## src/rtl/uart_rx_ext.sv

```systemverilog
// uart_rx_ext: parametrised UART receiver driven by an external oversample tick.
// Supports DATA_BITS data bits (5..9, LSB first), runtime parity
// (none/even/odd) and one or two stop bits. Received words are presented in a
// holding register with a valid/ready handshake.
//
// Optional build macro: UART_RX_MAJORITY_EN
//   defined   - each bit is the majority of three samples taken at the last
//               three counts of the bit
//   undefined - each bit is the single sample at the last count of the bit
//
// Ports:
//   clk, rst     clock, synchronous active-high reset
//   tick         oversample strobe (OVERSAMPLE per bit time)
//   en           receive enable, gates start detection only
//   rx           asynchronous serial line, idle high
//   parity_mode  00/11 none, 01 even, 10 odd (latched at start of frame)
//   two_stop     1 = two stop bits (latched at start of frame)
//   data_out     received word
//   valid        data_out holds an unconsumed word
//   ready        consumer accepts when valid & ready
//   frame_err    a stop bit of data_out's frame was sampled low
//   parity_err   parity mismatch on data_out's frame
//   overrun      sticky: a frame was dropped because the holding register was full
//   busy         frame in progress
module uart_rx_ext #(
    parameter int DATA_BITS  = 8,
    parameter int OVERSAMPLE = 16
) (
    input  logic                 clk,
    input  logic                 rst,
    input  logic                 tick,
    input  logic                 en,
    input  logic                 rx,
    input  logic [1:0]           parity_mode,
    input  logic                 two_stop,
    output logic [DATA_BITS-1:0] data_out,
    output logic                 valid,
    input  logic                 ready,
    output logic                 frame_err,
    output logic                 parity_err,
    output logic                 overrun,
    output logic                 busy
);

    localparam int CW = $clog2(OVERSAMPLE);
    localparam int IW = $clog2(DATA_BITS);

    localparam logic [2:0] IDLE   = 3'd0;
    localparam logic [2:0] START  = 3'd1;
    localparam logic [2:0] DATA   = 3'd2;
    localparam logic [2:0] PARITY = 3'd3;
    localparam logic [2:0] STOP1  = 3'd4;
    localparam logic [2:0] STOP2  = 3'd5;

    localparam logic [CW-1:0] BIT_LAST  = CW'(OVERSAMPLE - 1);
    localparam logic [CW-1:0] HALF_LAST = CW'(OVERSAMPLE / 2 - 1);

    logic                 rx_s1, rx_s2;
    logic [2:0]           state;
    logic [CW-1:0]        cnt;
    logic [CW-1:0]        last_cnt;
    logic [IW-1:0]        idx;
    logic [DATA_BITS-1:0] shreg;
    logic [1:0]           pm_l;
    logic                 ts_l;
    logic                 ferr, perr;
    logic                 sample;
    logic                 at_last;
    logic                 complete;
    logic                 par_en;
    logic                 par_x;

    // START is only half a bit long so its sample lands mid start bit.
    always_comb begin
        last_cnt = (state == START) ? HALF_LAST : BIT_LAST;
        at_last  = tick && (cnt == last_cnt);
        complete = at_last && (((state == STOP1) && !ts_l) || (state == STOP2));
        par_en   = (pm_l == 2'b01) || (pm_l == 2'b10);
        par_x    = (^shreg) ^ sample;
    end

`ifdef UART_RX_MAJORITY_EN
    logic v1, v2;

    always_ff @(posedge clk) begin
        if (rst) begin
            v1 <= 1'b0;
            v2 <= 1'b0;
        end else if (tick) begin
            if (cnt == last_cnt - CW'(2)) v1 <= rx_s2;
            if (cnt == last_cnt - CW'(1)) v2 <= rx_s2;
        end
    end

    always_comb sample = (v1 & v2) | (v1 & rx_s2) | (v2 & rx_s2);
`else
    always_comb sample = rx_s2;
`endif

    assign busy = (state != IDLE);

    always_ff @(posedge clk) begin
        if (rst) begin
            rx_s1      <= 1'b1;
            rx_s2      <= 1'b1;
            state      <= IDLE;
            cnt        <= '0;
            idx        <= '0;
            shreg      <= '0;
            pm_l       <= '0;
            ts_l       <= 1'b0;
            ferr       <= 1'b0;
            perr       <= 1'b0;
            data_out   <= '0;
            valid      <= 1'b0;
            frame_err  <= 1'b0;
            parity_err <= 1'b0;
            overrun    <= 1'b0;
        end else begin
            rx_s1 <= rx;
            rx_s2 <= rx_s1;

            // A completing frame takes priority over a plain handshake; when
            // both coincide the new word replaces the consumed one.
            if (complete) begin
                if (!valid || ready) begin
                    data_out   <= shreg;
                    frame_err  <= ferr | ~sample;
                    parity_err <= perr;
                    valid      <= 1'b1;
                end else begin
                    overrun <= 1'b1;
                end
            end else if (valid && ready) begin
                valid   <= 1'b0;
                overrun <= 1'b0;
            end

            if (state == IDLE) begin
                cnt <= '0;
                idx <= '0;
                if (tick && en && !rx_s2) begin
                    state <= START;
                    pm_l  <= parity_mode;
                    ts_l  <= two_stop;
                    ferr  <= 1'b0;
                    perr  <= 1'b0;
                end
            end else if (tick) begin
                if (cnt != last_cnt) begin
                    cnt <= cnt + CW'(1);
                end else begin
                    cnt <= '0;
                    case (state)
                        START: state <= sample ? IDLE : DATA;
                        DATA: begin
                            // LSB arrives first, so shift in from the top.
                            shreg <= {sample, shreg[DATA_BITS-1:1]};
                            if (idx == IW'(DATA_BITS - 1)) begin
                                idx   <= '0;
                                state <= par_en ? PARITY : STOP1;
                            end else begin
                                idx <= idx + IW'(1);
                            end
                        end
                        PARITY: begin
                            perr  <= (pm_l == 2'b01) ? par_x : ~par_x;
                            state <= STOP1;
                        end
                        STOP1: begin
                            if (!sample) ferr <= 1'b1;
                            state <= ts_l ? STOP2 : IDLE;
                        end
                        STOP2:   state <= IDLE;
                        default: state <= IDLE;
                    endcase
                end
            end
        end
    end

endmodule

```

## config.mk

```make
export PLATFORM = sky130hd
export DESIGN_NAME = uart_rx_ext
export DESIGN_NICKNAME = d
export VERILOG_FILES = /design/src/rtl/uart_rx_ext.sv
export SDC_FILE = /design/constraint.sdc
export NUM_CORES = 1
export LEC_CHECK = 0
export CORE_MARGIN = 2
export CORE_UTILIZATION = 48
export DETAILED_ROUTE_END_ITERATION = 8
export PLACE_DENSITY = 0.79
export SLEW_MARGIN = 20
export SYNTH_ARGS = -nofsm -noshare
export SYNTH_HDL_FRONTEND = slang
export SYNTH_SLANG_ARGS = --single-unit
```

## constraint.sdc

```tcl
create_clock -name clk -period 1.6 [get_ports clk]
set_clock_uncertainty 0.2 [all_clocks]
set_input_delay 0.32 -clock clk [delete_from_list [all_inputs] [get_ports clk]]
set_output_delay 0.32 -clock clk [all_outputs]
set_load 0.05 [all_outputs]
```

### Yosys cells after proc, flatten, opt, wreduce, memory -nomap -nowiden

Cells that the tools add are included.

| operators by class | value |
|---|---|
| muxes and demuxes | 28 |
| bitwise logic cells | 6 |
| add/subtract/negate cells | 2 |
| eq/ne operators | 16 |
| reductions and logical operators | 29 |

Operators by type and width:

| cell | number |
|---|---|
| $mux 3 | 8 |
| $mux 1 | 16 |
| $pmux 3 s4 | 1 |
| $reduce_and 4->1 | 3 |
| $eq 3x3->1 const B | 3 |
| $mux 4 | 2 |
| $reduce_and 2->1 | 4 |
| $reduce_bool 2->1 | 4 |
| $reduce_xor 8->1 | 1 |
| $eq 3x2->1 const B | 2 |
| $logic_and 1x1->1 | 6 |
| $ne 2x1->1 const B | 3 |
| $reduce_and 5->1 | 1 |
| $add 4x1->4 const B | 1 |
| $eq 4x4->1 | 1 |
| $ne 2x2->1 const B | 2 |
| $ne 4x4->1 | 1 |
| $not 1->1 | 4 |
| $add 3x1->3 const B | 1 |
| $eq 3x1->1 const B | 1 |
| $logic_not 1->1 | 3 |
| $logic_not 3->1 | 1 |
| $logic_or 1x1->1 | 3 |
| $ne 3x3->1 const B | 1 |
| other kinds (8) | 8 |

| storage, ports and cells | value |
|---|---|
| output and inout port bits | 13 |
| flip-flop bits (word level) | 37 |
| input port bits | 9 |
| logic and storage cells | 96 |

### Longest topological paths before layout

Gate-level depths: netlist of run 1.

| logic depth | value |
|---|---|
| depth after elaboration | 8 |
| gate-level depth with buffers | 7 |
| mapped depth without buffers | 7 |

### Worst setup path after synthesis of run 1

No wires, ideal clock.

| timing | value |
|---|---|
| path type | register to register |
| from | register cnt[0] |
| to | register data_out[1] |
| cell stages (with the launch flop) | 8 |
| arrival | 1.477 ns |
| slack | -0.204 ns |
| path buffers | 1 |
| setup time | 0.128 ns |
| data required time | 1.272 ns |
| clock period less this slack | 1.804 ns |
| cell sequence | dfxtp_1 > ha_1 > and4_4 > nand4_1 > nor2_1 > buf_4 > mux2i_1 > nor2_1 |

| between the ends | value |
|---|---|
| longest elaborated chain between the ends | 4 |

Ends and longest elaborated chain:

| item | RTL line | text |
|---|---|---|
| start, declared | 60 | `logic [CW-1:0] cnt;` |
| start signal, assigned | 151 | `cnt <= cnt + CW'(1);` |
| $eq 4x4->1 | 76 | `at_last = tick && (cnt == last_cnt);` |
| $logic_and 1x1->1 | 76 |  |
| $logic_and 1x1->1 | 77 | `complete = at_last && (((state == STOP1) && !ts_l) \|\| (state == STOP2));` |
| $reduce_and 2->1 (no line) | - |  |
| end signal, assigned | 127 | `data_out <= shreg;` |
| end, declared | 36 | `output logic [DATA_BITS-1:0] data_out,` |

Every way passes these cells.
A chain may end at the register's enable or synchronous reset.

### Worst setup path in the final report of run 1

| timing | value |
|---|---|
| from | register state[2] |
| to | register state[2] |

| between the ends | value |
|---|---|
| longest elaborated chain between the ends | 5 |
| elaborated cells on any way between the ends | 16 |
| those cells by class | 8 x eq/ne; 5 x mux; 3 x reduce/logical |

Ends and longest elaborated chain:

| item | RTL line | text |
|---|---|---|
| start, declared | 59 | `logic [2:0] state;` |
| start signal, assigned | 155 | `START: state <= sample ? IDLE : DATA;` |
| start signal, assigned | 161 | `state <= par_en ? PARITY : STOP1;` |
| start signal, assigned | 172 | `state <= ts_l ? STOP2 : IDLE;` |
| $eq 3x1->1 (tied with other cells) | 75, 154 |  |
| $mux 4 or $pmux 3 s4 (tied branches) | 75, 154 |  |
| $ne 4x4->1 or $mux 3 (tied branches) | 150 | `if (cnt != last_cnt) begin` |
| $ne 2x2->1 (no line) or $mux 3 (tied branches) | - |  |
| $reduce_and 4->1 (no line) or $mux 3 (tied branches) | - |  |

Parallel ways exist; a longest one is shown, timed or not. The select of a mux whose other input is x is not followed.

==> flow_summary.yaml, run 1 <==
status:
  status: "finished, violations left"
  violations: "negative setup slack"
min_path:
  hold_depth: 1
  whs_endpoint: "rx_s2"
  hold_class: "flop to flop"
  min_from: "rx_s1"
cts:
  holdBufCountCts: 0
  cts_made_buffers: 5
  clock-sinks: 37
  clkSlewWorstSetupHoldPaths_ns: 0.10
  htree_levels: 2
  clock-root-buffer: "clkbuf_4"
  clock_path_buffers: 2
  clkLatencyLatePin_ns: 0.34
  tritoncts: "built"
routing:
  drtPass1Iterations: 4
  vias_per_cell: 5.561
  wl_per_cell_um: 17.21
  routed_wl_mm: 4.940
  drtIter0Drc: 107
  ant_nets: 0
  drc: 0
  vias: 1596
critical_path:
  cp_num_buf_inv: 3
  cp-end-kind: "flop"
  r2r_slack_ns: -0.30
  path_cells: "buf_6 -> buf_6 -> buf_4 -> and2b_1 -> o21ai_0 -> o21ai_0 -> mux2i_1 -> nor2_1"
  cp_data_required_time_ns: 1.64
  worstReg2RegStart: "state[2]"
  cp.arrival_ns: 1.93
  cp-start-kind: "flop"
  crit_type: "flop to flop"
  slowest_stage: "dfxtp_4"
  critPathMaxStageDelay_ns: 0.41
  worst-path-max-fanout: 4
  r2r.worst_path.cells: 8
  critPathTopFamily: "flip-flops"
  regToRegEndpoint: "state[2]"
sta:
  relSlewSlack_pct: 77.60
  tns_ns: -4.933
  fmax_mhz: 527.5
  finalHoldViolations: 0
  worst_pin_slew_ns: 0.3324
  period_needed_ns: 1.896
  fin_crit_sh_pct: 118.5
  setup_violations: 31
  fin_ws_ns: -0.2956
  rsz0062_at_grt: "true"
  drv_slew: 0
run:
  cap_violations: 0
floorplanning:
  die_h_um: 63.08
  die_area_um2: 3979
  std_cell_rows: 21
  start_util_pct: 50.21
  core_um2: 3337
  die_w_um: 63.08
  top_level_ports: 22
logic_synthesis:
  yosysUniqueCellTypes: 37
  synth_area_leaders: "dfxtp_1, mux2i_1, nor2_1"
  synthFlopType: "dfxtp_1"
  synth_warnings: 0
  synth_top_area_cell: "dfxtp_1"
  synthArstFlopShare_pct: 0
  ys_ff_latch: 37
  ys_top_cells_by_count: "dfxtp_1, nor2_1, mux2i_1"
  syn-instance-count: 181
  synth_edf_count: 0
  synth.most_common_cell: "dfxtp_1"
  syn-mean-instance-area_um2: 9.256
  synth_top_area_share_pct: 44.21
  synth_area_um2: 1675
  syn-num-nets: 194
  ys_seq_area_share_pct: 44.21
layout:
  area_delta_synth_final_pct: 59.60
  fin_cells: 287
  diodes: 0
  utilization_pct: 80.13
  finalNetCount: 255
  layout-drive-gt1-share_pct: 46.47
placed_design:
  hpwl_mm: 2.888
  io_buffers: 21
  post-place-cells: 267
  gp_congestion: 0.8742
power:
  ir_worst_vdd_v: 0.0005154
  p_leak_nw: 1.086
  pwr_density_cell_nw_per_um2: 544.0
global_routing:
  grt_pass1_vias: 1607
  grt_usage_pct: 23.66
  grt_pass1_wl_mm: 7.258
  gr-total-overflow: 0
  antenna_found_initial: 0
  grt_max_degree: 20
-- where the power goes --
group          leakage (nW)  switching [mW]  internal, mW
sequential            0.304         0.00338         0.923
combinational         0.755          0.0451        0.0476
clock                0.0269           0.284         0.152
total                  1.09           0.332          1.12
-- per-layer routing --
layer  routed length, µm  GRT usage (%)  vias to the layer above
li1                    -              -                      735
met1                1809          23.95                      759
met3                 313          5.893                       29
met4                 217          12.22                        0
met2                2600          44.28                       73
met5                   0              0                        -
-- area by class of cell --
type	instances	area (µm²)
well taps	46	57.56
multi-input cells	128	1070
flip-flops and latches	37	757.0
clock inverters	1	5.005
inverters	6	27.53
repair buffers	64	719.4
clock buffers	5	37.54
fillers	201	663.1
-- layout by cell type, fill, tap and decap left out, types with 2 or more instances in the layout --
cell type	count
ha_4	3
a21bo_2	2
nand2_1	4
nand2_4	2
inv_2	2
nor2_1	29
o21ai_0	2
nand2b_1	2
xor2_1	2
nor2b_1	2
a21oi_1	8
buf_8	2
dfxtp_1	26
clkdlybuf4s50_1	8
dfxtp_2	10
xnor2_1	6
or2_2	3
buf_12	13
buf_6	11
clkbuf_4	5
nand4_1	3
buf_4	30
nand2_2	3
nor2_2	3
mux2i_1	21
inv_1	3
nor3_4	2
a21oi_2	4
-- cell families (layout without fill, tap and decap cells) --
kind of cell | after synthesis | in the layout | synth area share, %
and+or+nand+nor | 66 | 66 | 19.04
DFF | 37 | 37 | 44.21
AOI/OAI and AO/OA | 26 | 26 | 10.16
muxes | 21 | 21 | 12.55
buffers and inverters | 16 | 76 | 4.481
xor gates and xnor gates | 11 | 11 | 6.572
adders and majority gates | 4 | 4 | 2.987
-- repair_timing --
action                     4_1_cts  5_1_grt
buffers inserted                 4       10
cloned                           2        0
resized for setup               30       35
pin swaps                        8       28
setup endpoints to repair       28       34
-- through the flow --
step	setup slack, ns	hold WS (ns)	cell area [µm²]	power [mW]
after CTS	-0.1788	0.2179	2470	1.447
after global placement	-0.4507	0.2023	2285	1.022
after detailed placement	-0.5322	0.1973	2285	1.025
after floorplan	-0.1209	0.1895	1734	0.9859
final	-0.2956	0.2225	2674	1.455
after global routing	-0.4022	0.2389	2674	1.510
-- state kept, by name, indices dropped and copies added (netlist names) --
register	flops
ts_l	1
parity_err	1
shreg	8
rx_s2	1
overrun	1
state	3
perr	1
valid	1
idx	3
frame_err	1
data_out	8
rx_s1	1
ferr	1
pm_l	2
cnt	4
-- worst max path at each step --
stage | slack, ns | depth (start not counted) | to | startpoint
2_1_floorplan | -0.12 | 7 | data_out[1] | cnt[1]
3_3_place_gp | -0.45 | 7 | data_out[2] | tick
3_5_place_dp | -0.53 | 7 | data_out[1] | tick
4_1_cts | -0.18 | 7 | perr | pm_l[1]
5_1_grt | -0.40 | 7 | data_out[2] | cnt[0]
6_report | -0.30 | 8 | state[2] | state[2]
No activity file was read; power rests on OpenSTA's default activity.
==> run 2: changes to the inputs <==
Settings changed: PLACE_DENSITY 0.79 to 0.74.
==> run 2 against run 1 <==
Cell area up 1.8%. Combinational power grew 17%. Maximum frequency up 3.5%. Worst hold slack worse by 0.00085 ns. Critical endpoint is now busy. Via count shrank 1.5%. Largest cell class unchanged. Critical path depth shrank 4. Routed wire length shrank 1.1%. The flow still finishes with violations (negative setup slack). Power rose by 19%. Cell count increased by 2.4%. Clock-buffer cell count rose by 1. First-iteration DRC count decreased by 63%. Register-to-register slack better by 0.11 ns.
==> flow_summary.yaml, run 2 (same netlist as run 1, synthesis figures left out) <==
status:
  status: "finished, violations left"
  violations: "negative setup slack"
critical_path:
  cp_data_required_time_ns: 1.08
  cp-end-kind: "primary output"
  cp-start-kind: "flop"
  startpoint: "state[2]"
  worstReg2RegStart: "state[0]"
  regToRegEndpoint: "perr"
  r2r.worst_path.cells: 7
  cp.arrival_ns: 1.31
  crit_end: "busy"
  r2r_slack_ns: -0.19
  worst-path-max-fanout: 7
  crit_type: "flop to primary output"
sta:
  drv_slew: 0
  fin_ws_ns: -0.2316
  setup_violations: 23
  rsz0062_at_grt: "true"
  fin_crit_sh_pct: 114.5
  fmax_mhz: 546.0
  worst_pin_slew_ns: 0.2737
  tns_ns: -2.216
  relSlewSlack_pct: 81.72
  period_needed_ns: 1.832
  finalHoldViolations: 0
cts:
  tritoncts: "built"
  cts_made_buffers: 5
  holdBufCountCts: 0
  clkLatencyLatePin_ns: 0.36
  htree_levels: 2
  clock_path_buffers: 2
  clkSlewWorstSetupHoldPaths_ns: 0.12
  clock-sinks: 37
  clock-root-buffer: "clkbuf_4"
power:
  p_seq_share_pct: 53.5
  ir_worst_vdd_v: 0.0003931
  p_total_mw: 1.733
  netSwitchingFraction_pct: 21.81
  p_comb_share_pct: 6.2
  clkPwrFrac_pct: 40.3
  p_leak_nw: 1.130
  p_switching_uw: 378.0
  intPower_mw: 1.355
  pwr_density_cell_nw_per_um2: 636.6
floorplanning:
  die_w_um: 63.08
  core_um2: 3337
  std_cell_rows: 21
  die_area_um2: 3979
  top_level_ports: 22
  die_h_um: 63.08
  start_util_pct: 50.21
run:
  cap_violations: 0
placed_design:
  gp_congestion: 0.9569
  postPlaceCellArea_um2: 2365
  io_buffers: 21
  post-place-cells: 276
  hpwl_mm: 2.947
layout:
  utilization_pct: 81.59
  layout-drive-gt1-share_pct: 45.56
  final_cell_mix: "buf_4, nor2_1, dfxtp_1"
  seq_area_um2: 753.2
  layout_commonest_cell: "buf_4"
  fill_cells: 186
  multi_input_area_um2: 1022
  finalNetCount: 260
  area_delta_synth_final_pct: 62.51
  diodes: 0
  fin_cells: 294
  reg.largest.list: "data_out x8, shreg x8, cnt x4"
  stdcell_area_um2: 2723
global_routing:
  use_met3_pct: 4.107
  grt_pass1_wl_mm: 7.217
  met1_usage_pct: 23.35
  gr-total-overflow: 0
  grt_max_degree: 14
  grt.busiest_layer: "met2"
  antenna_found_initial: 0
  grt_util_met2_pct: 44.95
  grt_pass1_vias: 1662
  grt_usage_pct: 23.53
routing:
  drc: 0
  vias: 1572
  vias_per_cell: 5.347
  drtIter0Drc: 40
  routed_wl_mm: 4.888
  drtPass1Iterations: 4
  ant_nets: 0
  wl_per_cell_um: 16.63
min_path:
  hold_class: "flop to flop"
## run 2: what timing repair did
action | 4_1_cts | 5_1_grt
cloned | 1 | 1
setup endpoints to repair | 22 | 35
setup buffers | 5 | 5
resized for setup | 22 | 26
pin swaps | 15 | 14
## run 2: worst min path at each step
stage,end,start,cells past startpoint
2_1_floorplan,rx_s2,rx_s1,1
3_3_place_gp,rx_s2,rx_s1,1
3_5_place_dp,rx_s2,rx_s1,1
4_1_cts,rx_s2,rx_s1,1
5_1_grt,rx_s2,rx_s1,1
6_report,rx_s2,rx_s1,1
## run 2: critical path: stages (launching register included)
cell     delay [ns]
dfxtp_2        0.37
buf_6          0.15
nor3_4         0.21
inv_2          0.08
buf_12         0.15
## run 2: final cells by class
class	instances	share of cell area, %
clock buffer	6	1.884
clock inverter	2	1.379
inverter	6	0.9191
sequential	37	27.67
timing repair buffer	69	28.49
multi-input combinational	128	37.55
tap	46	2.114
## run 2: routing by layer
metal,up-vias,routed length [µm]
li1,749,-
met1,765,1812
met2,40,2746
met3,18,159
met4,0,170
met5,-,0
## run 2: power by group through the flow
stage | Clock (mW) | Sequential [mW] | Combinational (mW)
final | 0.698 | 0.928 | 0.108
after global routing | 0.747 | 0.929 | 0.113
after CTS | 0.703 | 0.927 | 0.0942
after detailed placement | 0 | 0.948 | 0.0890
after global placement | 0 | 0.948 | 0.0860
after floorplan | 0 | 0.948 | 0.0374
## run 2: stage by stage
step	hold WS (ns)	setup WS [ns]
CTS	0.2243	-0.1873
floorplan	0.1895	-0.1209
detailed placement	0.1965	-0.5155
finish	0.2217	-0.2316
global route	0.2558	-0.2870
global placement	0.1977	-0.4490
==> run 3: changes to the inputs <==
Settings changed: ABC_AREA from default to 1, CORE_UTILIZATION 48 to 49.
==> run 3 against run 2 <==
The run still ends with negative setup slack left. Register-to-register slack about the same. Worst setup slack better by 0.041 ns. Clock power up 22%. Cell area up 6.3%. Core utilization down 1.9 points. Largest cell class unchanged.
==> flow_summary.yaml, run 3 <==
status:
  violations: "negative setup slack"
  status: "finished, violations left"
critical_path:
  cp.arrival_ns: 1.80
  regToRegEndpoint: "parity_err"
  startpoint: "state[0]"
  cp-end-kind: "flop"
  r2r.worst_path.cells: 10
  r2r_slack_ns: -0.19
  worstReg2RegStart: "state[0]"
  worst-path-max-fanout: 6
  cp-start-kind: "flop"
  crit_type: "flop to flop"
  cp_data_required_time_ns: 1.61
global_routing:
  grt_usage_pct: 23.11
  gr-total-overflow: 0
  grt_max_degree: 20
  grt_pass1_wl_mm: 7.596
  grt_pass1_vias: 1795
  antenna_found_initial: 0
logic_synthesis:
  yosysUniqueCellTypes: 25
  synth_area_leaders: "dfxtp_1, nand2_1, nor2_1"
  ys_top_cells_by_count: "nand2_1, nor2_1, dfxtp_1"
  syn-num-nets: 278
  synth_top_area_share_pct: 40.55
  synth_top_area_cell: "dfxtp_1"
  synth_edf_count: 0
  synth_compound_area_share_pct: 9.589
  syn-mean-instance-area_um2: 6.893
  synth_adder_area_share_pct: 2.740
  synthFlopType: "dfxtp_1"
  ys_ff_latch: 37
  synthArstFlopShare_pct: 0
  synth-simple-area-share_pct: 37.12
  synth_area_um2: 1827
  ys_seq_area_share_pct: 40.55
  syn-instance-count: 265
  synth.most_common_cell: "nand2_1"
  synth_warnings: 0
  synth_xor_area_share_pct: 1.918
  synthMuxAreaShare_pct: 0
  synth_top_family_by_area: "simple AND/OR/NAND/NOR gates"
cts:
  clkLatencyLatePin_ns: 0.29
  clkSlewWorstSetupHoldPaths_ns: 0.08
  clock_path_buffers: 2
  clock-sinks: 37
  cts_made_buffers: 5
  htree_levels: 2
  tritoncts: "built"
  clock-root-buffer: "clkbuf_8"
layout:
  finalNetCount: 345
  layout-drive-gt1-share_pct: 34.23
  diodes: 0
  reg.largest.list: "data_out x8, shreg x8, cnt x4"
  area_delta_synth_final_pct: 58.49
  fin_cells: 381
  final_cell_mix: "nand2_1, buf_4, dfxtp_1"
  utilization_pct: 79.68
  layout_commonest_cell: "nand2_1"
sta:
  rsz0062_at_grt: "true"
  fmax_mhz: 558.3
  relSlewSlack_pct: 79.63
  drv_slew: 0
  setup_violations: 29
  fin_crit_sh_pct: 111.9
  period_needed_ns: 1.791
  fin_ws_ns: -0.1910
  finalHoldViolations: 0
  worst_pin_slew_ns: 0.3047
routing:
  drc: 0
  drtIter0Drc: 130
  vias: 2005
  drtPass1Iterations: 5
  wl_per_cell_um: 15.45
  vias_per_cell: 5.262
  routed_wl_mm: 5.887
  ant_nets: 0
power:
  ir_worst_vdd_v: 0.0009684
  p_comb_share_pct: 38.2
  p_switching_uw: 985.4
  netSwitchingFraction_pct: 33.04
  clkPwrFrac_pct: 28.6
  p_seq_share_pct: 33.3
  p_leak_nw: 1.300
  intPower_mw: 1.997
  pwr_density_cell_nw_per_um2: 1030
floorplanning:
  die_area_um2: 4232
  core_um2: 3633
  std_cell_rows: 22
  top_level_ports: 22
  die_w_um: 65.06
  start_util_pct: 50.28
  die_h_um: 65.06
placed_design:
  post-place-cells: 357
  gp_congestion: 0.9222
  hpwl_mm: 3.121
  io_buffers: 21
min_path:
  min_from: "rx_s1"
  whs_endpoint: "rx_s2"
  hold_class: "flop to flop"
  hold_depth: 1
run:
  cap_violations: 0
-- run 3: cell count changes after synthesis, sizes merged, moves of 3 or more --
cell and change:
a21oi +9, inv +21, mux2i -21, nand2 +71, nand3 +14, nand4 +9
nor2 +8, nor3b -3, o21ai +4, xnor2 -5
-- run 3: area by class of cell --
| type | count | area (µm²) |
|---|---|---|
| clock buffers | 6 | 82.58 |
| clock inverters | 2 | 37.54 |
| fillers | 240 | 738.2 |
| inverters | 27 | 113.9 |
| multi-input cells | 194 | 1111 |
| flip-flops and latches | 37 | 748.2 |
| well taps | 48 | 60.06 |
| repair buffers | 67 | 742.0 |
-- run 3: per-stage QoR --
stage,hold WS (ns),worst slack [ns],cell area (µm²),TNS (ns),power (mW)
final,0.2256,-0.1910,2895,-3.347,2.983
after global routing,0.2494,-0.2549,2895,-5.252,3.078
after CTS,0.2308,-0.09705,2651,-0.7852,2.660
after detailed placement,0.2074,-0.2989,2421,-6.312,1.678
after floorplan,0.1895,0.007696,1834,0,1.355
after global placement,0.2007,-0.2347,2421,-5.132,1.667
-- run 3: kinds of logic after synthesis --
kind of cell | Yosys count
simple gates | 153
flops | 37
buf+inv | 35
compound gates | 32
xor+xnor | 4
fa+ha+maj | 4
-- run 3: critical path: stages, from the launching register on --
cell	delay, ns
dfxtp_4	0.36
buf_4	0.15
nand3_4	0.08
nand2_2	0.06
nand2_2	0.12
nand2_4	0.08
nor2_8	0.11
buf_12	0.15
buf_6	0.11
nand4_1	0.08
a21oi_1	0.19
-- run 3: worst max-delay path by stage --
stage	end	slack, ns
floorplan	shreg[7]	0.008
global placement	state[2]	-0.23
detailed placement	state[2]	-0.30
CTS	busy	-0.1
global route	parity_err	-0.25
finish	parity_err	-0.19
-- run 3: metal layers --
layer	wire length (µm)	part of all wire, %	vias up	global-route usage [%]
met4	154	2.6	0	9.635
met2	3264	55	75	41.49
met3	279	4.7	16	3.299
met5	0	0	-	0
li1	-	-	990	-
met1	2189	37	924	27.40
-- run 3: power by group through the flow --
stage	clock network (mW)	registers, mW	logic, mW
2_1_floorplan	0	1.01	0.347
3_3_place_gp	0	1.00	0.666
3_5_place_dp	0	1.00	0.677
4_1_cts	0.854	0.981	0.824
5_1_grt	0.897	0.996	1.19
6_report	0.852	0.992	1.14
-- run 3: repair_timing --
| item | CTS | global route |
|---|---|---|
| setup buffers | 7 | 8 |
| gates cloned | 0 | 1 |
| pin swaps | 17 | 20 |
| resized for setup | 16 | 48 |
| endpoints found under the setup margin | 13 | 34 |
| hold buffers | 0 | 0 |
